--- src/rtl/qpm_wb_pkg.sv ---
// Shared constants for the query-patch Wishbone loader.
// State codes, beat count and data-field layout.
package qpm_wb_pkg;

  localparam logic [2:0] S_IDLE  = 3'd0;
  localparam logic [2:0] S_WAIT  = 3'd1;
  localparam logic [2:0] S_WRITE = 3'd2;
  localparam logic [2:0] S_GAP   = 3'd3;
  localparam logic [2:0] S_DONE  = 3'd4;
  localparam logic [2:0] S_ERR   = 3'd5;

  localparam int NB       = 7;
  localparam int BIDX_LSB = 11;
  localparam int BIDX_MSB = 13;
  localparam int BIDX_W   = BIDX_MSB - BIDX_LSB + 1;

  function automatic int nb_of(input int pw);
    return (pw + 7) / 8;
  endfunction

endpackage

--- src/rtl/wb_ack_timer.sv ---
// Per-beat ack timeout counter.
// Expires on the LIMIT-th consecutive counting cycle.
module wb_ack_timer #(
  parameter int LIMIT = 255
) (
  input  logic clk_i,
  input  logic rst_i,
  input  logic load_i,
  input  logic count_i,
  output logic expire_o
);

  localparam int W = $clog2(LIMIT + 1);

  logic [W-1:0] cnt_q, cnt_d;

  always_comb begin
    cnt_d = cnt_q;
    if (load_i)
      cnt_d = '0;
    else if (count_i)
      cnt_d = cnt_q + W'(1);
  end

  always_ff @(posedge clk_i) begin
    if (rst_i)
      cnt_q <= '0;
    else
      cnt_q <= cnt_d;
  end

  assign expire_o = count_i && (cnt_q == W'(LIMIT - 1));

endmodule

--- src/rtl/query_patch_wb_loader.sv ---
// Streams query patches into a Wishbone patch memory,
// one byte beat per bus write, with per-beat ack timeout.
module query_patch_wb_loader
  import qpm_wb_pkg::*;
#(
  parameter int DATA_WIDTH        = 11,
  parameter int PATCH_SIZE        = 5,
  parameter int ADDR_WIDTH        = 9,
  parameter int DEPTH             = 512,
  parameter int WB_ADDRESS_OFFSET = 557,
  parameter int ACK_TIMEOUT       = 255
) (
  input  logic                             wb_clk_i,
  input  logic                             wb_rst_i,
  input  logic                             start,
  input  logic [ADDR_WIDTH:0]              num_patches,
  input  logic                             patch_valid,
  output logic                             patch_ready,
  input  logic [DATA_WIDTH*PATCH_SIZE-1:0] patch_data,
  output logic                             busy,
  output logic                             done,
  output logic                             err,
  output logic                             wbm_cyc_o,
  output logic                             wbm_stb_o,
  output logic                             wbm_we_o,
  output logic [3:0]                       wbm_sel_o,
  output logic [31:0]                      wbm_adr_o,
  output logic [31:0]                      wbm_dat_o,
  input  logic                             wbm_ack_i
);

  localparam int PW     = DATA_WIDTH * PATCH_SIZE;
  localparam int NBEATS = nb_of(PW);
  localparam int CW     = ADDR_WIDTH + 1;

  logic [2:0]        state_q, state_d;
  logic [CW-1:0]     cnt_q, cnt_d;
  logic [CW-1:0]     pidx_q, pidx_d;
  logic [BIDX_W-1:0] bidx_q, bidx_d;
  logic [PW-1:0]     patch_q, patch_d;
  logic [NBEATS*8-1:0] pext;
  logic [7:0]        byte_d;
  logic [31:0]       dat_d;
  logic              wr_d, busy_d;
  logic              t_load, t_count, t_exp;

  assign t_count = (state_q == S_WRITE) && !wbm_ack_i;

  always_comb begin
    state_d = state_q;
    cnt_d   = cnt_q;
    pidx_d  = pidx_q;
    bidx_d  = bidx_q;
    patch_d = patch_q;
    t_load  = 1'b0;
    unique case (state_q)
      S_IDLE, S_DONE, S_ERR: begin
        if (state_q == S_DONE)
          state_d = S_IDLE;
        if (start) begin
          cnt_d   = (num_patches > CW'(DEPTH)) ? CW'(DEPTH) : num_patches;
          pidx_d  = '0;
          bidx_d  = '0;
          state_d = (num_patches == '0) ? S_DONE : S_WAIT;
        end
      end
      S_WAIT: begin
        if (patch_valid) begin
          patch_d = patch_data;
          bidx_d  = '0;
          t_load  = 1'b1;
          state_d = S_WRITE;
        end
      end
      S_WRITE: begin
        if (wbm_ack_i) begin
          if (bidx_q != BIDX_W'(NBEATS - 1)) begin
            bidx_d  = bidx_q + BIDX_W'(1);
            state_d = S_GAP;
          end else if (pidx_q == cnt_q - CW'(1)) begin
            state_d = S_DONE;
          end else begin
            pidx_d  = pidx_q + CW'(1);
            state_d = S_WAIT;
          end
        end else if (t_exp) begin
          state_d = S_ERR;
        end
      end
      S_GAP: begin
        t_load  = 1'b1;
        state_d = S_WRITE;
      end
      default: state_d = S_IDLE;
    endcase
  end

  // Bus fields are built from next-state values so the outputs can be registered.
  always_comb begin
    wr_d   = (state_d == S_WRITE);
    busy_d = (state_d == S_WAIT) || wr_d || (state_d == S_GAP);
    pext   = '0;
    pext[PW-1:0] = patch_d;
    byte_d = 8'(pext >> {bidx_d, 3'b000});
    dat_d  = '0;
    if (wr_d) begin
      dat_d[7:0]               = byte_d;
      dat_d[BIDX_MSB:BIDX_LSB] = bidx_d;
    end
  end

  always_ff @(posedge wb_clk_i) begin
    if (wb_rst_i) begin
      state_q   <= S_IDLE;
      cnt_q     <= '0;
      pidx_q    <= '0;
      bidx_q    <= '0;
      patch_q   <= '0;
      wbm_cyc_o <= 1'b0;
      wbm_stb_o <= 1'b0;
      wbm_we_o  <= 1'b0;
      wbm_sel_o <= '0;
      wbm_adr_o <= '0;
      wbm_dat_o <= '0;
      busy      <= 1'b0;
      done      <= 1'b0;
      err       <= 1'b0;
    end else begin
      state_q   <= state_d;
      cnt_q     <= cnt_d;
      pidx_q    <= pidx_d;
      bidx_q    <= bidx_d;
      patch_q   <= patch_d;
      wbm_cyc_o <= wr_d;
      wbm_stb_o <= wr_d;
      wbm_we_o  <= wr_d;
      wbm_sel_o <= wr_d ? 4'b0001 : 4'b0000;
      wbm_adr_o <= wr_d ? 32'(WB_ADDRESS_OFFSET) + 32'(pidx_d) : 32'd0;
      wbm_dat_o <= dat_d;
      busy      <= busy_d;
      done      <= (state_d == S_DONE);
      err       <= (state_d == S_ERR);
    end
  end

  assign patch_ready = (state_q == S_WAIT);

  wb_ack_timer #(
    .LIMIT(ACK_TIMEOUT)
  ) u_tmr (
    .clk_i   (wb_clk_i),
    .rst_i   (wb_rst_i),
    .load_i  (t_load),
    .count_i (t_count),
    .expire_o(t_exp)
  );

endmodule

--- config.mk ---
export PLATFORM = sky130hd
export DESIGN_NAME = query_patch_wb_loader
export DESIGN_NICKNAME = d
export VERILOG_FILES = /design/src/rtl/qpm_wb_pkg.sv /design/src/rtl/wb_ack_timer.sv /design/src/rtl/query_patch_wb_loader.sv
export SDC_FILE = /design/constraint.sdc
export NUM_CORES = 1
export LEC_CHECK = 0
export BUFFER_PORTS_ARGS = -buffer_cell sky130_fd_sc_hd__buf_2
export CAP_MARGIN = 20
export CELL_PAD_IN_SITES_DETAIL_PLACEMENT = 2
export CELL_PAD_IN_SITES_GLOBAL_PLACEMENT = 2
export CORE_UTILIZATION = 25
export DETAILED_ROUTE_END_ITERATION = 10
export PLACE_DENSITY = 0.74
export SLEW_MARGIN = 0
export SYNTH_ARGS = -nofsm -noshare
export SYNTH_HDL_FRONTEND = slang
export SYNTH_SLANG_ARGS = --single-unit
--- constraint.sdc ---
create_clock -name wb_clk_i -period 3.2 [get_ports wb_clk_i]
set_clock_uncertainty 0.05 [all_clocks]
set_input_delay 0.48 -clock wb_clk_i [delete_from_list [all_inputs] [get_ports wb_clk_i]]
set_output_delay 0.48 -clock wb_clk_i [all_outputs]
set_load 0.01 [all_outputs]
==> metrics.log, run 1 <==
INFO  metric worst_hold_path_type = in2reg
INFO  metric drt_pass1_iterations = 4
INFO  metric detailedPlace.worstSlack = -0.2895 ns
INFO  metric synth-async-reset-ratio = 0
INFO  metric grt_setup_unrepaired = true
INFO  metric switching_share = 0.2655
INFO  metric internal_power = 2981 µW
INFO  metric cts.sink_count = 115
INFO  metric cts_tree = done
INFO  metric post-dp-hpwl = 12700 µm
INFO  metric final-seq-area = 2306 µm²
INFO  metric number_of_global_route_vias_before_repair = 5220
INFO  metric cts_max_path_buffers = 2
INFO  metric initial_utilization = 0.2543
INFO  metric die-height = 153.7 µm
INFO  metric netlist_area = 5757 µm²
INFO  metric report.final.setup_viol = 3
INFO  metric synth-seq-area-share = 0.3999
INFO  metric cts_hold_buffers = 0
INFO  metric port_buffers = 99
INFO  metric drt_drc_violations_left = 0
INFO  metric max_slew_margin = 0.4489
INFO  metric power.share.sequential = 0.374
INFO  metric share_of_final_layout_standard_cells_stronger_than_drive_strength_1 = 0.2904
INFO  metric gr-usage-all-layers = 0.1535
INFO  metric pwr-share-comb = 0.134
INFO  metric cts.reportedPaths.clkPinSlew = 0.06 ns
INFO  metric ys.warnings.count = 0
INFO  metric synth_cells = 648
INFO  metric num_rows = 55
INFO  metric num-nets-final = 856
INFO  metric worst_ir_drop_vdd = 0.3035 mV
INFO  metric area_growth_syn_to_layout = 30.30%
INFO  metric leading_cell_type_in_the_layout_fill_and_taps_excluded = sky130_fd_sc_hd__dfxtp_1
INFO  metric number_of_flops_mapped_to_enable_cells_by_yosys = 0
INFO  metric criticalPathCategory = reg2reg
INFO  metric post_layout_worst_setup_margin = -0.08997 ns
INFO  metric cts_root_buf = sky130_fd_sc_hd__clkbuf_16
INFO  metric timing_hold_violations_final = 0
INFO  metric net-switching-power = 1078 µW
INFO  metric required_time_worst_endpoint = 3.51 ns
INFO  metric crit_arrival = 3.60 ns
INFO  metric synth_area_per_cell = 8.884 µm²
INFO  metric drv_slew = 0
INFO  metric wire_length_of_the_first_global_routing_pass = 28110 µm
INFO  metric dieWidth = 153.7 µm
INFO  metric timing_worst_slew_pin_value = 0.8236 ns
INFO  metric worst_hold_margin = 0.2676 ns
INFO  metric final.period_utilization = 1.028
INFO  metric dieArea = 23640 µm²
INFO  metric floorplan.io_pins = 145
INFO  metric post_drt_wl_per_cell = 17.26 µm
INFO  metric layout_common_cells = 112 x sky130_fd_sc_hd__dfxtp_1, 101 x sky130_fd_sc_hd__nor2_1, 99 x sky130_fd_sc_hd__buf_2
INFO  metric fp.coreArea = 22640 µm²
INFO  metric synth-seq-cells = 115
INFO  metric critPathMaxFanout = 6
INFO  metric max_cap_violations = 0
INFO  metric globalRoute.totalOverflow = 0
INFO  metric dr_total_vias = 5043
INFO  metric yosysUniqueCellTypes = 62
INFO  metric drt_iter0_drc = 145
INFO  metric clock.fmax = 304.0 MHz
INFO  metric clock_insertion_delay_at_the_later_pin_of_the_skew_report = 0.42 ns
INFO  metric power_density = 541.0 nW/µm²
INFO  metric static-leakage-power = 0.003237 µW
INFO  metric worst_setup_path_end_kind = flop
INFO  metric violations = setup timing
INFO  metric place.gp.congestion = 0.7466
INFO  metric cts-buffers-inserted = 17
INFO  metric antenna_found_initial = 2
INFO  metric multi_input_area = 3236 µm²
INFO  metric grt_max_degree = 40
INFO  metric flip_flop_cell_with_the_highest_count_after_synthesis = sky130_fd_sc_hd__dfxtp_1
INFO  metric clkPwrFrac = 0.492
INFO  metric htree_num_levels = 4
INFO  metric totalWireLength = 18610 µm
INFO  metric startpoint_type = flop
INFO  metric drt.antenna.violating_nets = 0
INFO  metric timing.final.crit_period = 3.290 ns
INFO  metric route.detailed.vias_per_inst = 4.678
INFO  metric fill_cells = 2555
INFO  metric final.setup.tns = -0.2117 ns
INFO  metric outcome = complete, but fails checks
[critical path, cell delays in order, from the launching register on]
cell,delay [ns]
sky130_fd_sc_hd__dfxtp_2,0.32
sky130_fd_sc_hd__buf_4,0.15
sky130_fd_sc_hd__or4_4,0.57
sky130_fd_sc_hd__o21ai_1,0.22
sky130_fd_sc_hd__nand3_1,0.13
sky130_fd_sc_hd__a31o_2,0.29
sky130_fd_sc_hd__a21oi_4,0.28
sky130_fd_sc_hd__buf_4,0.17
sky130_fd_sc_hd__buf_6,0.09
sky130_fd_sc_hd__nand2_4,0.05
sky130_fd_sc_hd__o21ai_4,0.20
sky130_fd_sc_hd__ha_4,0.17
sky130_fd_sc_hd__inv_2,0.05
sky130_fd_sc_hd__a31o_4,0.22
sky130_fd_sc_hd__a21o_1,0.16
sky130_fd_sc_hd__a21oi_2,0.12
[per-stage QoR]
stage	cells	instance area (µm²)	util	total power, µW
2_1_floorplan	692	5922	-	1918
3_5_place_dp	1032	6586	0.2909	2063
5_1_grt	1077	7498	0.3312	4234
3_3_place_gp	1032	6586	0.2909	2045
4_1_cts	1066	7253	0.3204	4090
6_report	1078	7501	0.3313	4058
[Yosys cell counts, drive strengths merged (2+ instances only)]
cell type,instances,area [µm²]
a31oi,10,62.56
o211ai,2,15.01
buf,61,430.4
a22o,2,18.77
o31ai,2,15.01
or4,2,18.77
nand3,14,70.07
nor4,3,18.77
nand2,31,116.4
inv,19,71.32
mux2i,79,790.8
and3,7,43.79
or3,5,36.28
dfxtp,115,2302
or2,2,12.51
a21oi,25,128.9
xor2,9,78.83
xnor2,11,96.34
nor3,9,45.04
nor2b,15,93.84
and2,5,31.28
nor2,103,389.1
a31o,4,43.80
clkbuf,22,82.58
a211oi,16,120.1
ha,7,87.58
nor3b,10,75.07
a22oi,2,20.02
o21ai,15,78.82
a21o,6,46.30
nand4,11,68.82
a311oi,8,76.32
[path summary, 6_finish.rpt]
| check | start | cells after the start | slack, ns | endpoint |
|---|---|---|---|---|
| min | patch_data[9] | 3 | 0.27 | patch_q[9]$_SDFF_PP0_ |
| min reg2reg | patch_q[10]$_SDFF_PP0_ | 2 | 0.44 | patch_q[10]$_SDFF_PP0_ |
| max reg2reg | cnt_q[0]$_SDFFE_PP0P_ | 15 | -0.09 | wbm_adr_o[6]$_SDFF_PP0_ |
| max | cnt_q[0]$_SDFFE_PP0P_ | 15 | -0.09 | wbm_adr_o[6]$_SDFF_PP0_ |
[cell type report]
class | instances | share of cell area
Antenna cell | 1 | 0.0003336
Clock buffer | 21 | 0.06138
Clock inverter | 11 | 0.02018
Inverter | 19 | 0.009508
Multi-Input combinational cell | 475 | 0.4314
Sequential cell | 115 | 0.3074
Tap cell | 285 | 0.04754
Timing Repair Buffer | 151 | 0.1223
[state kept, by name, indices dropped and copies added, names as in the netlist]
| name | flops |
|---|---|
| patch_q | 55 |
| wbm_adr_o | 11 |
| wbm_dat_o | 11 |
| cnt_q | 10 |
| pidx_q | 10 |
| u_tmr.cnt_q | 8 |
| bidx_q | 3 |
| state_q | 3 |
| busy | 1 |
| done | 1 |
| err | 1 |
| wbm_we_o | 1 |
[power groups by stage]
stage                     Sequential, µW  Combinational [µW]  Clock (µW)
after floorplan                     1540                 374           0
after global placement              1540                 501           0
after detailed placement            1550                 517           0
after CTS                           1520                 532        2040
after global routing                1520                 601        2110
final                               1520                 543        2000
[cell families (layout without fill, tap and decap cells)]
family,after synthesis,after routing,synth area share
compound gates,100,100,0.1226
xor+xnor,21,21,0.03456
fa+ha+maj,7,7,0.01521
buf+inv,102,202,0.1015
flops,115,115,0.3999
mux,80,80,0.1413
other cells,1,46,0.0006514
simple gates,222,222,0.1843
[layer usage]
metal	global-route usage	vias to the layer above	routed length [µm]
li1	-	2421	-
met1	0.1731	2495	7716
met2	0.2727	106	9617
met3	0.05271	19	1038
met4	0.04333	2	226
met5	0	-	8
[timing repair]
action,4_1_cts,5_1_grt
setup endpoints to repair,10,9
setup buffers,2,12
gates resized for setup,10,38
pin swaps,4,15
Note: power is estimated with default switching activity, not from simulation.
==> inputs of run 2 (changes only) <==
--- a/config.mk
+++ b/config.mk
@@ -7,7 +7,7 @@
 export LEC_CHECK = 0
 export BUFFER_PORTS_ARGS = -buffer_cell sky130_fd_sc_hd__buf_2
 export CAP_MARGIN = 20
-export CELL_PAD_IN_SITES_DETAIL_PLACEMENT = 2
+export CELL_PAD_IN_SITES_DETAIL_PLACEMENT = 1
 export CELL_PAD_IN_SITES_GLOBAL_PLACEMENT = 2
 export CORE_UTILIZATION = 25
 export DETAILED_ROUTE_END_ITERATION = 10
==> run 2 against run 1 <==
Effect of this change: the run now ends clean; worst setup slack gained 0.13 ns; non-clock buffer count decreased by 8; via count down 3.3%; final cell count is 0.65% lower; first-iteration DRC count up 17%; sequential power about the same; fmax grew 4.2%; wire length down 14%; flip-flop and latch count stayed put; global-route usage shrank 1.6 points; combinational power fell by 3.9%; utilization down 0.33 points; critical path type unchanged; critical endpoint is now wbm_adr_o[9]$_SDFF_PP0_; largest power group unchanged.
==> metrics.log, run 2 (synthesis gave the netlist of run 1 again) <==
INFO  metric outcome = finished, final reports clean
INFO  metric share_of_final_layout_standard_cells_stronger_than_drive_strength_1 = 0.2832
INFO  metric num_rows = 55
INFO  metric cts.sink_count = 115
INFO  metric report.final.setup_viol = 0
INFO  metric dr_total_vias = 4878
INFO  metric dieArea = 23640 µm²
INFO  metric worst_hold_path_type = in2reg
INFO  metric post_drt_wl_per_cell = 14.98 µm
INFO  metric fill_cells = 2635
INFO  metric startpoint_type = flop
INFO  metric critical_path.max_stage_delay = 0.40 ns
INFO  metric cts_root_buf = sky130_fd_sc_hd__clkbuf_16
INFO  metric post-place-cells = 1032
INFO  metric cts_hold_buffers = 0
INFO  metric r2r_setup_slack = 0.04 ns
INFO  metric port_buffers = 99
INFO  metric final_non_filler_cells = 1071
INFO  metric cpMaxStageDelayCell = sky130_fd_sc_hd__or3b_4
INFO  metric max_slew_margin = 0.5245
INFO  metric final_util = 0.3280
INFO  metric finalPower = 4083 µW
INFO  metric drv_slew = 0
INFO  metric final.setup.tns = 0 ns
INFO  metric cts-buffers-inserted = 17
INFO  metric drt.antenna.violating_nets = 0
INFO  metric dieWidth = 153.7 µm
INFO  metric layout_common_cells = 112 x sky130_fd_sc_hd__dfxtp_1, 102 x sky130_fd_sc_hd__nor2_1, 99 x sky130_fd_sc_hd__buf_2
INFO  metric crit_arrival = 3.46 ns
INFO  metric clock.fmax = 316.8 MHz
INFO  metric final.period_utilization = 0.9864
INFO  metric reg2reg_to = wbm_adr_o[9]$_SDFF_PP0_
INFO  metric htree_num_levels = 4
INFO  metric globalRoute.totalOverflow = 0
INFO  metric gr-usage-all-layers = 0.1376
INFO  metric worst_setup_path_end_kind = flop
INFO  metric num-nets-final = 848
INFO  metric die-height = 153.7 µm
INFO  metric number_of_stages_on_the_worst_hold_path = 3
INFO  metric regMostFlops = patch_q
INFO  metric place.gp.congestion = 0.7466
INFO  metric whs_endpoint = patch_q[26]$_SDFF_PP0_
INFO  metric critPathMaxFanout = 6
INFO  metric timing.final.crit_period = 3.156 ns
INFO  metric worstReg2RegStart = cnt_q[0]$_SDFFE_PP0P_
INFO  metric antenna_found_initial = 3
INFO  metric ff2ff_path_depth = 13
INFO  metric route.detailed.vias_per_inst = 4.555
INFO  metric max_cap_violations = 0
INFO  metric criticalPathCategory = reg2reg
INFO  metric final-seq-area = 2306 µm²
INFO  metric grt_max_degree = 40
INFO  metric post-dp-hpwl = 11640 µm
INFO  metric drt_iter0_drc = 170
INFO  metric multi_input_area = 3213 µm²
INFO  metric largest_register_ffs = 55
INFO  metric cts.reportedPaths.clkPinSlew = 0.06 ns
INFO  metric timing_worst_slew_pin_value = 0.7106 ns
INFO  metric worst_hold_margin = 0.2681 ns
INFO  metric drt_pass1_iterations = 5
INFO  metric drt_drc_violations_left = 0
INFO  metric grt_setup_unrepaired = true
INFO  metric biggestRegsByFlops = patch_q: 55 flops, wbm_adr_o: 11 flops, wbm_dat_o: 11 flops
INFO  metric required_time_worst_endpoint = 3.51 ns
INFO  metric hold_start = patch_data[26]
INFO  metric timing_hold_violations_final = 0
INFO  metric critPathLaunch = cnt_q[0]$_SDFFE_PP0P_
INFO  metric fp.coreArea = 22640 µm²
INFO  metric power_density = 549.7 nW/µm²
INFO  metric floorplan.io_pins = 145
INFO  metric wire_length_of_the_first_global_routing_pass = 25370 µm
INFO  metric clock_insertion_delay_at_the_later_pin_of_the_skew_report = 0.42 ns
INFO  metric static-leakage-power = 0.003173 µW
INFO  metric leading_cell_type_in_the_layout_fill_and_taps_excluded = sky130_fd_sc_hd__dfxtp_1
INFO  metric cts_max_path_buffers = 2
INFO  metric area_growth_syn_to_layout = 29.02%
INFO  metric worst_ir_drop_vdd = 0.3081 mV
INFO  metric number_of_global_route_vias_before_repair = 4922
INFO  metric cts_tree = done
INFO  metric totalWireLength = 16040 µm
INFO  metric initial_utilization = 0.2543
INFO  metric crit_chain = inv_2, ha_4, or3b_4, buf_4, xnor2_2, nand3_1, a311oi_4, a21oi_4, buf_6, o311a_4, a31o_4, a2111o_1, o21ai_2
## run 2: worst max-delay path by stage
stage,to,slack [ns]
3_5_place_dp,wbm_adr_o[8]$_SDFF_PP0_,-0.17
4_1_cts,wbm_adr_o[9]$_SDFF_PP0_,0.003
2_1_floorplan,wbm_adr_o[6]$_SDFF_PP0_,0.09
5_1_grt,wbm_adr_o[8]$_SDFF_PP0_,-0.09
6_report,wbm_adr_o[9]$_SDFF_PP0_,0.04
3_3_place_gp,wbm_adr_o[8]$_SDFF_PP0_,-0.05
## run 2: per-stage QoR
stage,setup WS (ns),area (µm²)
6_report,0.04356,7427
2_1_floorplan,0.09078,5922
3_3_place_gp,-0.04744,6586
4_1_cts,0.002994,7241
5_1_grt,-0.08903,7422
3_5_place_dp,-0.1696,6586
## run 2: worst max-delay path, delay by kind of cell (launching register included)
| kind | cells | cell delay (ns) |
|---|---|---|
| buffers and inverters | 3 | 0.38 |
| AOI/OAI and AO/OA | 6 | 1.57 |
| and+or+nand+nor | 2 | 0.54 |
| adders and majority gates | 1 | 0.13 |
| xor gates and xnor gates | 1 | 0.10 |
| DFF | 1 | 0.32 |
## run 2: report_power, final
group / leakage (µW) / internal (µW) / switching (µW)
Sequential: 0.000933 / 1490 / 25.6
Clock: 0.000298 / 1310 / 732
Combinational: 0.00194 / 219 / 304
Total: 0.00317 / 3020 / 1060
## run 2: layout make-up
cell class              instances  share of cell area
flip-flops and latches        115              0.3105
multi-input cells             475              0.4326
repair buffers                143              0.1139
inverters                      19            0.009602
diodes                          2           0.0006739
well taps                     285             0.04801
clock buffers                  18             0.05778
clock inverters                14             0.02695
## run 2: layer usage
layer,global-route usage,vias up,share of wire
met4,0.04286,4,0.010
li1,-,2415,-
met5,0,-,0.0013
met3,0.05834,22,0.072
met2,0.2277,110,0.48
met1,0.1603,2327,0.43
## run 2: repair_timing
action                                  CTS  global route
endpoints found under the setup margin    6             7
pin swaps                                 1            17
buffers inserted                          1             5
resized for setup                         4            37
==> inputs of run 3 (changes only) <==
--- a/config.mk
+++ b/config.mk
@@ -5,6 +5,7 @@
 export SDC_FILE = /design/constraint.sdc
 export NUM_CORES = 1
 export LEC_CHECK = 0
+export ABC_AREA = 0
 export BUFFER_PORTS_ARGS = -buffer_cell sky130_fd_sc_hd__buf_2
 export CAP_MARGIN = 20
 export CELL_PAD_IN_SITES_DETAIL_PLACEMENT = 1
@@ -12,6 +13,7 @@
 export CORE_UTILIZATION = 25
 export DETAILED_ROUTE_END_ITERATION = 10
 export PLACE_DENSITY = 0.74
+export SETUP_SLACK_MARGIN = 0.1
 export SLEW_MARGIN = 0
 export SYNTH_ARGS = -nofsm -noshare
 export SYNTH_HDL_FRONTEND = slang
==> run 3 against run 2 <==
Effect of this change: clock power down 4%; wire length shrank 0.48%; register-to-register slack worse by 0.03 ns; first-iteration DRC count is the same; worst setup slack got worse by 0.029 ns; non-clock buffer count is the same; final cell count did not move; fmax down 0.92%.
==> metrics.log, run 3 (synthesis gave the netlist of run 1 again) <==
INFO  metric cts_root_buf = sky130_fd_sc_hd__clkbuf_16
INFO  metric crit_end = wbm_adr_o[9]$_SDFF_PP0_
INFO  metric final_cell_area = 7446 µm²
INFO  metric port_buffers = 99
INFO  metric number_of_global_route_vias_before_repair = 5048
INFO  metric post-dp-hpwl = 11610 µm
INFO  metric max_cap_violations = 0
INFO  metric leading_cell_type_in_the_layout_fill_and_taps_excluded = sky130_fd_sc_hd__dfxtp_1
INFO  metric place.gp.congestion = 0.7531
INFO  metric static-leakage-power = 0.003186 µW
INFO  metric area_growth_syn_to_layout = 29.34%
INFO  metric max_slew_margin = 0.5034
INFO  metric reg2reg_to = wbm_adr_o[9]$_SDFF_PP0_
INFO  metric route.detailed.vias_per_inst = 4.556
INFO  metric globalRoute.totalOverflow = 0
INFO  metric fp.coreArea = 22640 µm²
INFO  metric cts_tree = done
INFO  metric cts_max_path_buffers = 2
INFO  metric timing_hold_violations_final = 0
INFO  metric cts.reportedPaths.clkPinSlew = 0.06 ns
INFO  metric drt.antenna.violating_nets = 0
INFO  metric finalPower = 3990 µW
INFO  metric worst_hold_margin = 0.2705 ns
INFO  metric hold_start = patch_data[4]
INFO  metric worst_hold_path_type = in2reg
INFO  metric wire_length_of_the_first_global_routing_pass = 25700 µm
INFO  metric outcome = finished, final reports clean
INFO  metric required_time_worst_endpoint = 3.50 ns
INFO  metric final.period_utilization = 0.9956
INFO  metric report.final.setup_viol = 0
INFO  metric post-place-cells = 1029
INFO  metric dieArea = 23640 µm²
INFO  metric biggestRegsByFlops = patch_q: 55 flops, wbm_adr_o: 11 flops, wbm_dat_o: 11 flops
INFO  metric floorplan.io_pins = 145
INFO  metric antenna_found_initial = 3
INFO  metric critPathLaunch = cnt_q[0]$_SDFFE_PP0P_
INFO  metric cts_hold_buffers = 0
INFO  metric cts.sink_count = 115
INFO  metric clock.fmax = 313.9 MHz
INFO  metric totalWireLength = 15970 µm
INFO  metric grt_max_degree = 66
INFO  metric htree_num_levels = 4
INFO  metric criticalPathCategory = reg2reg
INFO  metric die-height = 153.7 µm
INFO  metric power_density = 535.9 nW/µm²
INFO  metric share_of_final_layout_standard_cells_stronger_than_drive_strength_1 = 0.2819
INFO  metric r2r_setup_slack = 0.01 ns
INFO  metric cts-buffers-inserted = 17
INFO  metric regMostFlops = patch_q
INFO  metric drt_iter0_drc = 170
INFO  metric clock_insertion_delay_at_the_later_pin_of_the_skew_report = 0.42 ns
INFO  metric initial_utilization = 0.2543
INFO  metric detailed_place.area = 6564 µm²
INFO  metric ff2ff_path_depth = 14
INFO  metric grt_setup_unrepaired = true
INFO  metric num-nets-final = 848
INFO  metric largest_register_ffs = 55
INFO  metric critPathMaxFanout = 6
INFO  metric dieWidth = 153.7 µm
INFO  metric crit_arrival = 3.49 ns
INFO  metric layout_common_cells = 114 x sky130_fd_sc_hd__dfxtp_1, 102 x sky130_fd_sc_hd__nor2_1, 99 x sky130_fd_sc_hd__buf_2
INFO  metric worst_setup_path_end_kind = flop
INFO  metric final_non_filler_cells = 1071
INFO  metric timing.final.crit_period = 3.186 ns
INFO  metric worst_ir_drop_vdd = 0.3792 mV
INFO  metric drt_drc_violations_left = 0
INFO  metric dr_total_vias = 4880
INFO  metric timing_worst_slew_pin_value = 0.7449 ns
INFO  metric num_rows = 55
INFO  metric gr-usage-all-layers = 0.1395
INFO  metric worstReg2RegStart = cnt_q[0]$_SDFFE_PP0P_
INFO  metric final.setup.tns = 0 ns
INFO  metric post_drt_wl_per_cell = 14.91 µm
INFO  metric startpoint_type = flop
INFO  metric drv_slew = 0
INFO  metric drt_pass1_iterations = 4
-- run 3: changes by cell type in the layout (fill, tap and decap cells not counted), moves of 2 or more --
cell / delta
sky130_fd_sc_hd__buf_4: -4
sky130_fd_sc_hd__buf_6: +4
sky130_fd_sc_hd__clkbuf_8: +2
sky130_fd_sc_hd__clkinv_4: +2
sky130_fd_sc_hd__dfxtp_1: +2
sky130_fd_sc_hd__dfxtp_2: -2
sky130_fd_sc_hd__inv_6: -4
sky130_fd_sc_hd__nand3_1: -3
sky130_fd_sc_hd__nand3_2: +3
-- run 3: per-stage QoR --
stage	utilization	setup slack, ns
CTS	0.3242	0.06777
detailed placement	0.2899	-0.1108
global route	0.3287	-0.09218
global placement	0.2899	0.007447
finish	0.3289	0.01419
floorplan	-	0.1433
-- run 3: per-layer routing --
| metal | part of all wire | wire (µm) | GRT usage |
|---|---|---|---|
| met1 | 0.44 | 6959 | 0.1608 |
| met4 | 0.014 | 218 | 0.04714 |
| met2 | 0.49 | 7821 | 0.2357 |
| met3 | 0.060 | 955 | 0.05327 |
| met5 | 0.00081 | 13 | 0 |
-- run 3: critical path, cell delays in order (launching register included) --
cell	delay (ns)
sky130_fd_sc_hd__dfxtp_1	0.32
sky130_fd_sc_hd__inv_2	0.07
sky130_fd_sc_hd__ha_4	0.12
sky130_fd_sc_hd__or3b_4	0.39
sky130_fd_sc_hd__or4_1	0.41
sky130_fd_sc_hd__nand4_1	0.16
sky130_fd_sc_hd__a311oi_4	0.05
sky130_fd_sc_hd__buf_6	0.15
sky130_fd_sc_hd__a21oi_4	0.26
sky130_fd_sc_hd__buf_6	0.17
sky130_fd_sc_hd__a41oi_2	0.13
sky130_fd_sc_hd__buf_6	0.16
sky130_fd_sc_hd__a31o_4	0.25
sky130_fd_sc_hd__a2111o_1	0.37
sky130_fd_sc_hd__o21ai_2	0.06
-- run 3: repair_timing --
item | 4_1_cts | 5_1_grt
setup endpoints to repair | 8 | 15
setup buffers | 3 | 5
gates resized for setup | 36 | 12
pin swaps | 12 | 8
-- run 3: power by group --
part | switching, µW | internal (µW)
clock | 703 | 1270
sequential | 27.3 | 1490
combinational | 295 | 207
total | 1030 | 2970
-- run 3: worst min path at each step --
stage,endpoint,depth (start not counted)
finish,patch_q[4]$_SDFF_PP0_,3
global route,patch_q[27]$_SDFF_PP0_,3
CTS,patch_q[44]$_SDFF_PP0_,3
detailed placement,cnt_q[9]$_SDFFE_PP0P_,2
global placement,patch_q[47]$_SDFF_PP0_,2
floorplan,cnt_q[9]$_SDFFE_PP0P_,2
-- run 3: cell type report --
class	count	area (µm²)
Clock inverter	11	152.6
Fill cell	2655	15190
Inverter	19	71.32
Multi-Input combinational cell	475	3236
Sequential cell	115	2303
Tap cell	285	356.6
Antenna cell	2	5.005
Timing Repair Buffer	143	860.8
Clock buffer	21	460.4
